$ cat src/rtl/multi_word_add_seq.sv
// multi_word_add_seq: word-serial NUM_WORDS*WIDTH add/subtract over one carry-select core,
// least-significant word first, with valid/ready handshakes on both sides.

module Carry_Select_Adder #(
   parameter int WIDTH = 32,
   parameter int BLOCK = 4
) (
   input  logic [WIDTH-1:0] a,
   input  logic [WIDTH-1:0] b,
   input  logic             cin,
   output logic [WIDTH-1:0] sum,
   output logic             cout
);
   localparam int NB = (WIDTH + BLOCK - 1) / BLOCK;
   localparam int PW = NB * BLOCK;
   logic [PW-1:0] ap, bp, sp;
   logic [NB:0]   c;
   logic [PW:0]   full;
   assign ap   = PW'(a);
   assign bp   = PW'(b);
   assign c[0] = cin;
   for (genvar g = 0; g < NB; g++) begin : g_blk
      logic [BLOCK:0] r0, r1;
      assign r0 = {1'b0, ap[g*BLOCK +: BLOCK]} + {1'b0, bp[g*BLOCK +: BLOCK]};
      assign r1 = {1'b0, ap[g*BLOCK +: BLOCK]} + {1'b0, bp[g*BLOCK +: BLOCK]} + (BLOCK+1)'(1);
      assign sp[g*BLOCK +: BLOCK] = c[g] ? r1[BLOCK-1:0] : r0[BLOCK-1:0];
      assign c[g+1] = c[g] ? r1[BLOCK] : r0[BLOCK];
   end
   // zero padding of a partial top block leaves the true carry at bit WIDTH
   assign full = {c[NB], sp};
   assign sum  = full[WIDTH-1:0];
   assign cout = full[WIDTH];
endmodule

module multi_word_add_seq #(
   parameter int WIDTH     = 32,
   parameter int NUM_WORDS = 4,
   parameter int BLOCK     = 4,
   localparam int TW       = NUM_WORDS * WIDTH
) (
   input  logic          clk,
   input  logic          rst,
   input  logic          in_valid,
   output logic          in_ready,
   input  logic [TW-1:0] a,
   input  logic [TW-1:0] b,
   input  logic          cin,
   input  logic          sub,
   output logic          out_valid,
   input  logic          out_ready,
   output logic [TW-1:0] s,
   output logic          cout,
   output logic          overflow
);
   localparam int IW = $clog2(NUM_WORDS);
   typedef enum logic [1:0] {IDLE, RUN, DONE} state_t;
   state_t        state_q, state_d;
   logic [IW-1:0] idx_q, idx_d;
   logic [TW-1:0] a_q, a_d, b_q, b_d, s_q, s_d;
   logic          carry_q, carry_d, cout_q, cout_d, ovf_q, ovf_d;
   logic [WIDTH-1:0] core_sum;
   logic             core_cout;
   Carry_Select_Adder #(.WIDTH(WIDTH), .BLOCK(BLOCK)) u_core (
      .a    (a_q[idx_q*WIDTH +: WIDTH]),
      .b    (b_q[idx_q*WIDTH +: WIDTH]),
      .cin  (carry_q),
      .sum  (core_sum),
      .cout (core_cout)
   );
   always_comb begin
      state_d = state_q;
      idx_d   = idx_q;
      a_d     = a_q;
      b_d     = b_q;
      s_d     = s_q;
      carry_d = carry_q;
      cout_d  = cout_q;
      ovf_d   = ovf_q;
      case (state_q)
         IDLE: if (in_valid) begin
            state_d = RUN;
            idx_d   = '0;
            a_d     = a;
            b_d     = b ^ {TW{sub}};
            carry_d = cin ^ sub;
         end
         RUN: begin
            s_d[idx_q*WIDTH +: WIDTH] = core_sum;
            carry_d = core_cout;
            idx_d   = idx_q + IW'(1);
            if (idx_q == IW'(NUM_WORDS-1)) begin
               state_d = DONE;
               cout_d  = core_cout;
               ovf_d   = (a_q[TW-1] == b_q[TW-1]) && (core_sum[WIDTH-1] != a_q[TW-1]);
            end
         end
         DONE: state_d = out_ready ? IDLE : DONE;
         default: state_d = IDLE;
      endcase
   end
   always_ff @(posedge clk) begin
      if (rst) begin
         state_q <= IDLE;
         idx_q   <= '0;
         a_q     <= '0;
         b_q     <= '0;
         s_q     <= '0;
         carry_q <= 1'b0;
         cout_q  <= 1'b0;
         ovf_q   <= 1'b0;
      end else begin
         state_q <= state_d;
         idx_q   <= idx_d;
         a_q     <= a_d;
         b_q     <= b_d;
         s_q     <= s_d;
         carry_q <= carry_d;
         cout_q  <= cout_d;
         ovf_q   <= ovf_d;
      end
   end
   assign in_ready  = (state_q == IDLE) && !rst;
   assign out_valid = (state_q == DONE);
   assign s         = s_q;
   assign cout      = cout_q;
   assign overflow  = ovf_q;
endmodule

$ cat config.mk
export PLATFORM = sky130hd
export DESIGN_NAME = multi_word_add_seq
export DESIGN_NICKNAME = d
export VERILOG_FILES = /design/src/rtl/multi_word_add_seq.sv
export SDC_FILE = /design/constraint.sdc
export NUM_CORES = 1
export LEC_CHECK = 0
export CAP_MARGIN = 30
export CORE_ASPECT_RATIO = 0.9
export CORE_MARGIN = 2
export CORE_UTILIZATION = 46
export CTS_CLUSTER_DIAMETER = 200
export DETAILED_ROUTE_END_ITERATION = 12
export GPL_TIMING_DRIVEN = 0
export HOLD_SLACK_MARGIN = 0.03
export PLACE_DENSITY = 0.77
export SLEW_MARGIN = 10
export SYNTH_ARGS = -nofsm -noshare
export SYNTH_HDL_FRONTEND = slang
export SYNTH_SLANG_ARGS = --single-unit
$ cat constraint.sdc
create_clock -name clk -period 6.28 [get_ports clk]
set_clock_uncertainty 0.1 [all_clocks]
set_input_delay 0.628 -clock clk [delete_from_list [all_inputs] [get_ports clk]]
set_output_delay 0.628 -clock clk [all_outputs]
set_load 0.02 [all_outputs]
==> results of run 1 <==
tightest hold or removal path, cell delays in order, from the launching register on:
cell and delay (ns):
dfxtp_1 0.31, nand2_1 0.05, a21oi_1 0.05
logic make-up (layout without fill, tap and decap cells):
family | count (synthesis) | count (layout)
flops | 391 | 391
buf+inv | 162 | 630
compound gates | 435 | 435
fa+ha+maj | 54 | 54
xor+xnor | 175 | 175
mux | 76 | 76
simple gates | 618 | 618
what timing repair did:
item / in CTS / in global routing
endpoints found under the setup margin: 66 / 30
pin swaps: 0 / 1
hold buffers: 0 / 0
gates resized for setup: 25 / 10
endpoints found under the hold margin: 0 / 0
buffers inserted: 3 / 1
state kept, by name, indices dropped and copies added, names as in the netlist:
signal and cells:
a_q 128, b_q 128, carry_q 1, cout 1, idx_q 2, overflow 1, s 128, state_q 2
power by group through the flow:
stage | Sequential (mW) | Clock (mW) | Combinational [mW]
floorplan | 2.75 | 0 | 0.706
global placement | 2.76 | 0 | 1.21
detailed placement | 2.76 | 0 | 1.24
CTS | 2.71 | 2.51 | 1.25
global route | 2.72 | 2.60 | 1.36
finish | 2.71 | 2.51 | 1.28
final cells by class:
type / count / area share, %
Buffer: 152 / 2.56
Clock buffer: 61 / 5.11
Clock inverter: 8 / 0.606
Inverter: 8 / 0.126
Multi-Input combinational cell: 1358 / 39.1
Sequential cell: 391 / 33.0
Tap cell: 490 / 2.58
Timing Repair Buffer: 401 / 16.9
cells in the final DEF, fill, tap and decap left out, drive strengths merged, types with 2 or more instances in the layout:
| master | count |
|---|---|
| clkinv | 5 |
| nor3 | 7 |
| nand3 | 16 |
| a211o | 2 |
| nor3b | 3 |
| nand2b | 5 |
| fa | 8 |
| a21o | 15 |
| xnor2 | 154 |
| dfxtp | 391 |
| o311ai | 6 |
| or3 | 2 |
| nor2b | 2 |
| buf | 22 |
| nand4b | 4 |
| mux2 | 4 |
| mux2i | 8 |
| mux4 | 64 |
| ha | 46 |
| nor4 | 4 |
| bufinv | 4 |
| nor2 | 284 |
| nand2 | 273 |
| nand4 | 8 |
| and4b | 2 |
| inv | 7 |
| a211oi | 130 |
| a21oi | 165 |
| xor2 | 21 |
| or3b | 2 |
| a221oi | 2 |
| clkbuf | 200 |
| and2 | 2 |
| a22oi | 108 |
| clkdlybuf4s50 | 392 |
path summary, 6_finish.rpt:
kind	startpoint	to	slack, ns
hold reg to reg	a_q[15]	a_q[15]	0.35
hold / removal	a_q[15]	a_q[15]	0.35
setup reg to reg	idx_q[0]	overflow	0.27
setup / recovery	idx_q[0]	overflow	0.27
stage by stage:
stage | power [mW] | utilization [%] | TNS, ns
floorplan | 3.45 | - | 0
global placement | 3.96 | 58.3 | -34.00
detailed placement | 4.00 | 58.3 | -47.39
CTS | 6.47 | 62.1 | 0
global route | 6.69 | 62.3 | 0
finish | 6.50 | 62.3 | 0
routing by layer:
layer,up-vias,wire [µm]
li1,7556,-
met1,8126,26300
met2,868,30500
met3,152,5350
met4,0,2820
met5,-,0
==> results.cfg, run 1 <==
[grt]
busiest_layer = met2
grtUsageMet3_pct = 4.79
grt_usage_pct = 31.7
grt_pass1_vias = 16510
antenna_found_initial = 0
met2_usage_pct = 53.4
grt_start_max_net_pins = 14
overflow = 0
grt_first_pass_wirelength_um = 95800
grt_util_met1_pct = 40.6

[route]
routed_wl_um = 64900
dr.pass1.iters = 6
drc = 0
initialDrtViolationCount = 1739
ant_nets = 0
vias_per_cell = 5.82
vias = 16702
wl_per_cell_um = 22.6

[power_and_ir_drop]
irDropWorstVdd_uv = 193
power_density_nw_per_um2 = 274
seq_power_share_pct = 41.7
sw_frac_of_total_pct = 28.4
power_frac_comb_pct = 19.7
power_frac_clock_pct = 38.6
p_switching_mw = 1.85
cellInternalPower_mw = 4.66
leakage_nw = 8.61

[yosys]
ys_top_cells_by_area = dfxtp_1, mux4_2, xnor2_1
yosysMostFrequentCell = dfxtp_1
synth_mux_area_share_pct = 8.91
synth_cell_types = 55
async_reset_ff_share_pct = 0
synth_common_cells = dfxtp_1, nor2_1, nand2_1
syn_nets = 2227
syn_area_per_cell_um2 = 9.25
synth_top_area_cell = dfxtp_1
ys_ff_latch = 391
yosys.area_share.adder_pct = 4.16
ys.flop_type = dfxtp_1
ys_warn_count = 0
yosys.area.top_type_share_pct = 44.3
synthXorXnorAreaFrac_pct = 8.76
synth_top_family_by_area = compound AO/OA/AOI/OAI gates
synth_compound_area_share_pct = 16.3
synth_edf_count = 0
syn_area_um2 = 17700
synth-seq-area-share_pct = 44.3
synth_cells = 1911
synth-simple-area-share_pct = 14.1

[layout]
fin_nets = 2669
fin_area_um2 = 23700
drive_above_1_share_pct = 6.94
multiInputGateArea_um2 = 9290
area_growth_pct = 34.4
regArea_um2 = 7830
diodes = 0
fill_cells = 3172
fin_cells = 2869

[worst_setup_path]
arrival_ns = 6.35
rr_worst_depth = 19
cp-end-kind = flip-flop
critPathLaunchType = flip-flop
crit_slowest_cell = fa_1
critPathMaxFanout = 10
max_stage_delay_ns = 0.55
crit_required_ns = 6.62
crit_cells = 19
path_common_cell = mux2i_4
cpLargestDelayFamily = multiplexers
path_cells = buf_8, mux4_2, ha_1, fa_1, ha_1, and2_2, a211o_2, o311ai_2, o31ai_1, or3b_4, xor2_2, and4_4, mux2i_4, mux2i_4, mux2i_4, mux2i_1, xor2_2, nor2_1, o311a_1
path_class = reg2reg
critical_path_buf_inv_count = 1

[min_path]
min_path_type = reg2reg
worst_hold_path.num_cells = 2

[floorplanning]
dieArea_um2 = 40000
rows = 68
fp.dieW_um = 211
core_um2 = 38100
die-height_um = 190
ios = 394
initial_utilization_pct = 46.4

[clock_network]
tritoncts = yes
tritoncts.num_buffers = 41
htree_levels = 2
clkSinkCount = 391
clockRootBuffer = clkbuf_16
clk_pin_slew_worst_paths_ns = 0.06
clockBufferDepth = 3
insertion_delay_ns = 0.56

[placement]
dp_slack_ns = -1.66
place.gp.congestion = 0.972
port_buffers = 392
dp_hpwl_um = 50900
placed_cell_area_um2 = 22200
dp.cells = 2794

[status]
outcome = finished clean

[sta]
tightest_slew_ns = 0.912
slew_viol_final = 0
finalSetupViolCount = 0
max_slew_margin_pct = 39.2
post-route-period-util_pct = 95.7
fmax_mhz = 166
rsz0062_at_grt = no
fin_crit_ns = 6.01
hold_slack_ns = 0.355
post-route-worst-setup-slack_ns = 0.267
final-hold-violation-count = 0

[run]
max_cap_viol_count = 0
No activity file was read; power rests on OpenSTA's default activity.
==> inputs of run 2 (changes only) <==
- HOLD_SLACK_MARGIN: 0.03 -> 0.02
==> results of run 2 <==
The final DEF is identical to that of run 1; final timing and power are the same.
==> inputs of run 3 (changes only) <==
- PLACE_DENSITY: 0.77 -> 0.81
- RECOVER_POWER: unset -> 100
==> results.cfg, run 3 (synthesized netlist as in run 1, its figures left out) <==
[clock_network]
clk_pin_slew_worst_paths_ns = 0.06
clkSinkCount = 391
clockBufferDepth = 3
tritoncts = yes
htree_levels = 2
insertion_delay_ns = 0.53
clockRootBuffer = clkbuf_16
tritoncts.num_buffers = 40
cts_hold_buf = 0

[worst_setup_path]
critPathMaxFanout = 10
critPathLaunchType = flip-flop
crit_slowest_cell = fa_1
crit_required_ns = 6.64
path_cells = buf_2, mux4_2, ha_1, fa_1, ha_1, and2_2, a211o_2, o311ai_2, nor4_1, or3b_1, xor2_2, and4_4, mux2i_4, mux2i_4, mux2i_2, mux2i_1, xor2_2, clkbuf_2, a22oi_1, nor2_1
max_stage_delay_ns = 0.50
cpLargestDelayFamily = multiplexers
cp-end-kind = flip-flop
critical_path_buf_inv_count = 2
arrival_ns = 6.44
path_class = reg2reg

[route]
wl_per_cell_um = 22.9
dr.pass1.iters = 6
dr_wl_met2_um = 31300
vias = 16726
met1_length_um = 25900
initialDrtViolationCount = 1602
ant_nets = 0
met3WireLength_um = 5930
vias_per_cell = 5.83
routed_wl_um = 65800
drc = 0
top_layer = met4

[grt]
grt_first_pass_wirelength_um = 97000
grt_start_max_net_pins = 14
grt_usage_pct = 32.1
grt_pass1_vias = 16414
overflow = 0
antenna_found_initial = 0

[floorplanning]
core_um2 = 38100
die-height_um = 190
ios = 394
initial_utilization_pct = 46.4
dieArea_um2 = 40000
rows = 68
fp.dieW_um = 211

[sta]
post-route-period-util_pct = 96.9
max_slew_margin_pct = -4.71
fin_crit_ns = 6.08
rsz0062_at_grt = no
finalSetupViolCount = 0
tightest_slew_ns = 1.56
slew_viol_final = 11
final-hold-violation-count = 0
fmax_mhz = 164

[layout]
final_common_cell = dfxtp_1
fin_area_um2 = 23600
fin_nets = 2667
layout_common_cells = dfxtp_1, nor2_1, nand2_1
fill_cells = 3197
area_growth_pct = 33.7
diodes = 0
drive_above_1_share_pct = 6.64
fin_cells = 2869

[min_path]
min_path_type = reg2reg

[placement]
port_buffers = 392
dp.cells = 2795
place.gp.congestion = 0.966
dp_hpwl_um = 51900
placed_cell_area_um2 = 22200

[power_and_ir_drop]
p_switching_mw = 1.84
leakage_nw = 9.02
sw_frac_of_total_pct = 28.9
irDropWorstVdd_uv = 155
power_frac_clock_pct = 37.6
cellInternalPower_mw = 4.54
seq_power_share_pct = 42.5
power_frac_comb_pct = 19.9
power_density_nw_per_um2 = 270

[status]
violations = capacitance limit, slew limit
outcome = complete, but fails checks

[run]
max_cap_viol_count = 1
==> run 3: worst register-to-register path: stages (launching register included) <==
cell	delay, ns
dfxtp_1	0.44
buf_2	0.38
mux4_2	0.40
ha_1	0.26
fa_1	0.50
ha_1	0.24
and2_2	0.23
a211o_2	0.34
o311ai_2	0.13
nor4_1	0.07
or3b_1	0.43
xor2_2	0.20
and4_4	0.29
mux2i_4	0.31
mux2i_4	0.35
mux2i_2	0.34
mux2i_1	0.33
xor2_2	0.22
clkbuf_2	0.22
a22oi_1	0.09
nor2_1	0.14
==> run 3: final timing paths <==
path,startpoint,end,slack (ns),cells past startpoint
hold reg to reg,a_q[60],a_q[60],0.35,2
setup / recovery,idx_q[1],s[127],0.20,20
setup reg to reg,idx_q[1],s[127],0.20,20
hold / removal,a_q[60],a_q[60],0.35,2
==> run 3: layer usage <==
layer,global-route usage [%],vias to the layer above
met4,12.3,0
met5,0,-
met2,55.2,958
met1,40.6,8036
met3,5.18,158
li1,-,7574
==> run 3: cell type report <==
class / count / area, µm² / share of cell area [%]
flip-flops and latches: 391 / 7830 / 33.1
inverters: 8 / 30.0 / 0.127
repair buffers: 399 / 3970 / 16.8
clock inverters: 7 / 68.8 / 0.291
plain buffers: 153 / 616 / 2.60
well taps: 490 / 613 / 2.59
multi-input cells: 1358 / 9270 / 39.2
clock buffers: 63 / 1240 / 5.24
==> run 3: power groups by stage <==
stage / Combinational [mW] / Sequential, mW / Clock [mW]
floorplan: 0.706 / 2.75 / 0
global placement: 1.21 / 2.76 / 0
detailed placement: 1.24 / 2.77 / 0
CTS: 1.25 / 2.71 / 2.41
global route: 1.35 / 2.73 / 2.51
finish: 1.27 / 2.72 / 2.40
==> run 3: metrics by stage <==
stage	hold WS, ns	util (%)	power, mW	setup WS [ns]	setup TNS [ns]
final	0.354	62.0	6.39	0.198	0
after global routing	0.372	62.0	6.59	0.00370	0
after CTS	0.355	61.9	6.37	0.0549	0
after detailed placement	0.346	58.3	4.00	-1.29	-31.32
after global placement	0.339	58.3	3.97	-1.15	-23.83
after floorplan	0.333	-	3.45	0.0257	0
==> run 3: repair_timing <==
item	CTS	global route
setup endpoints to repair	55	32
setup buffers	3	0
gates resized for setup	19	10
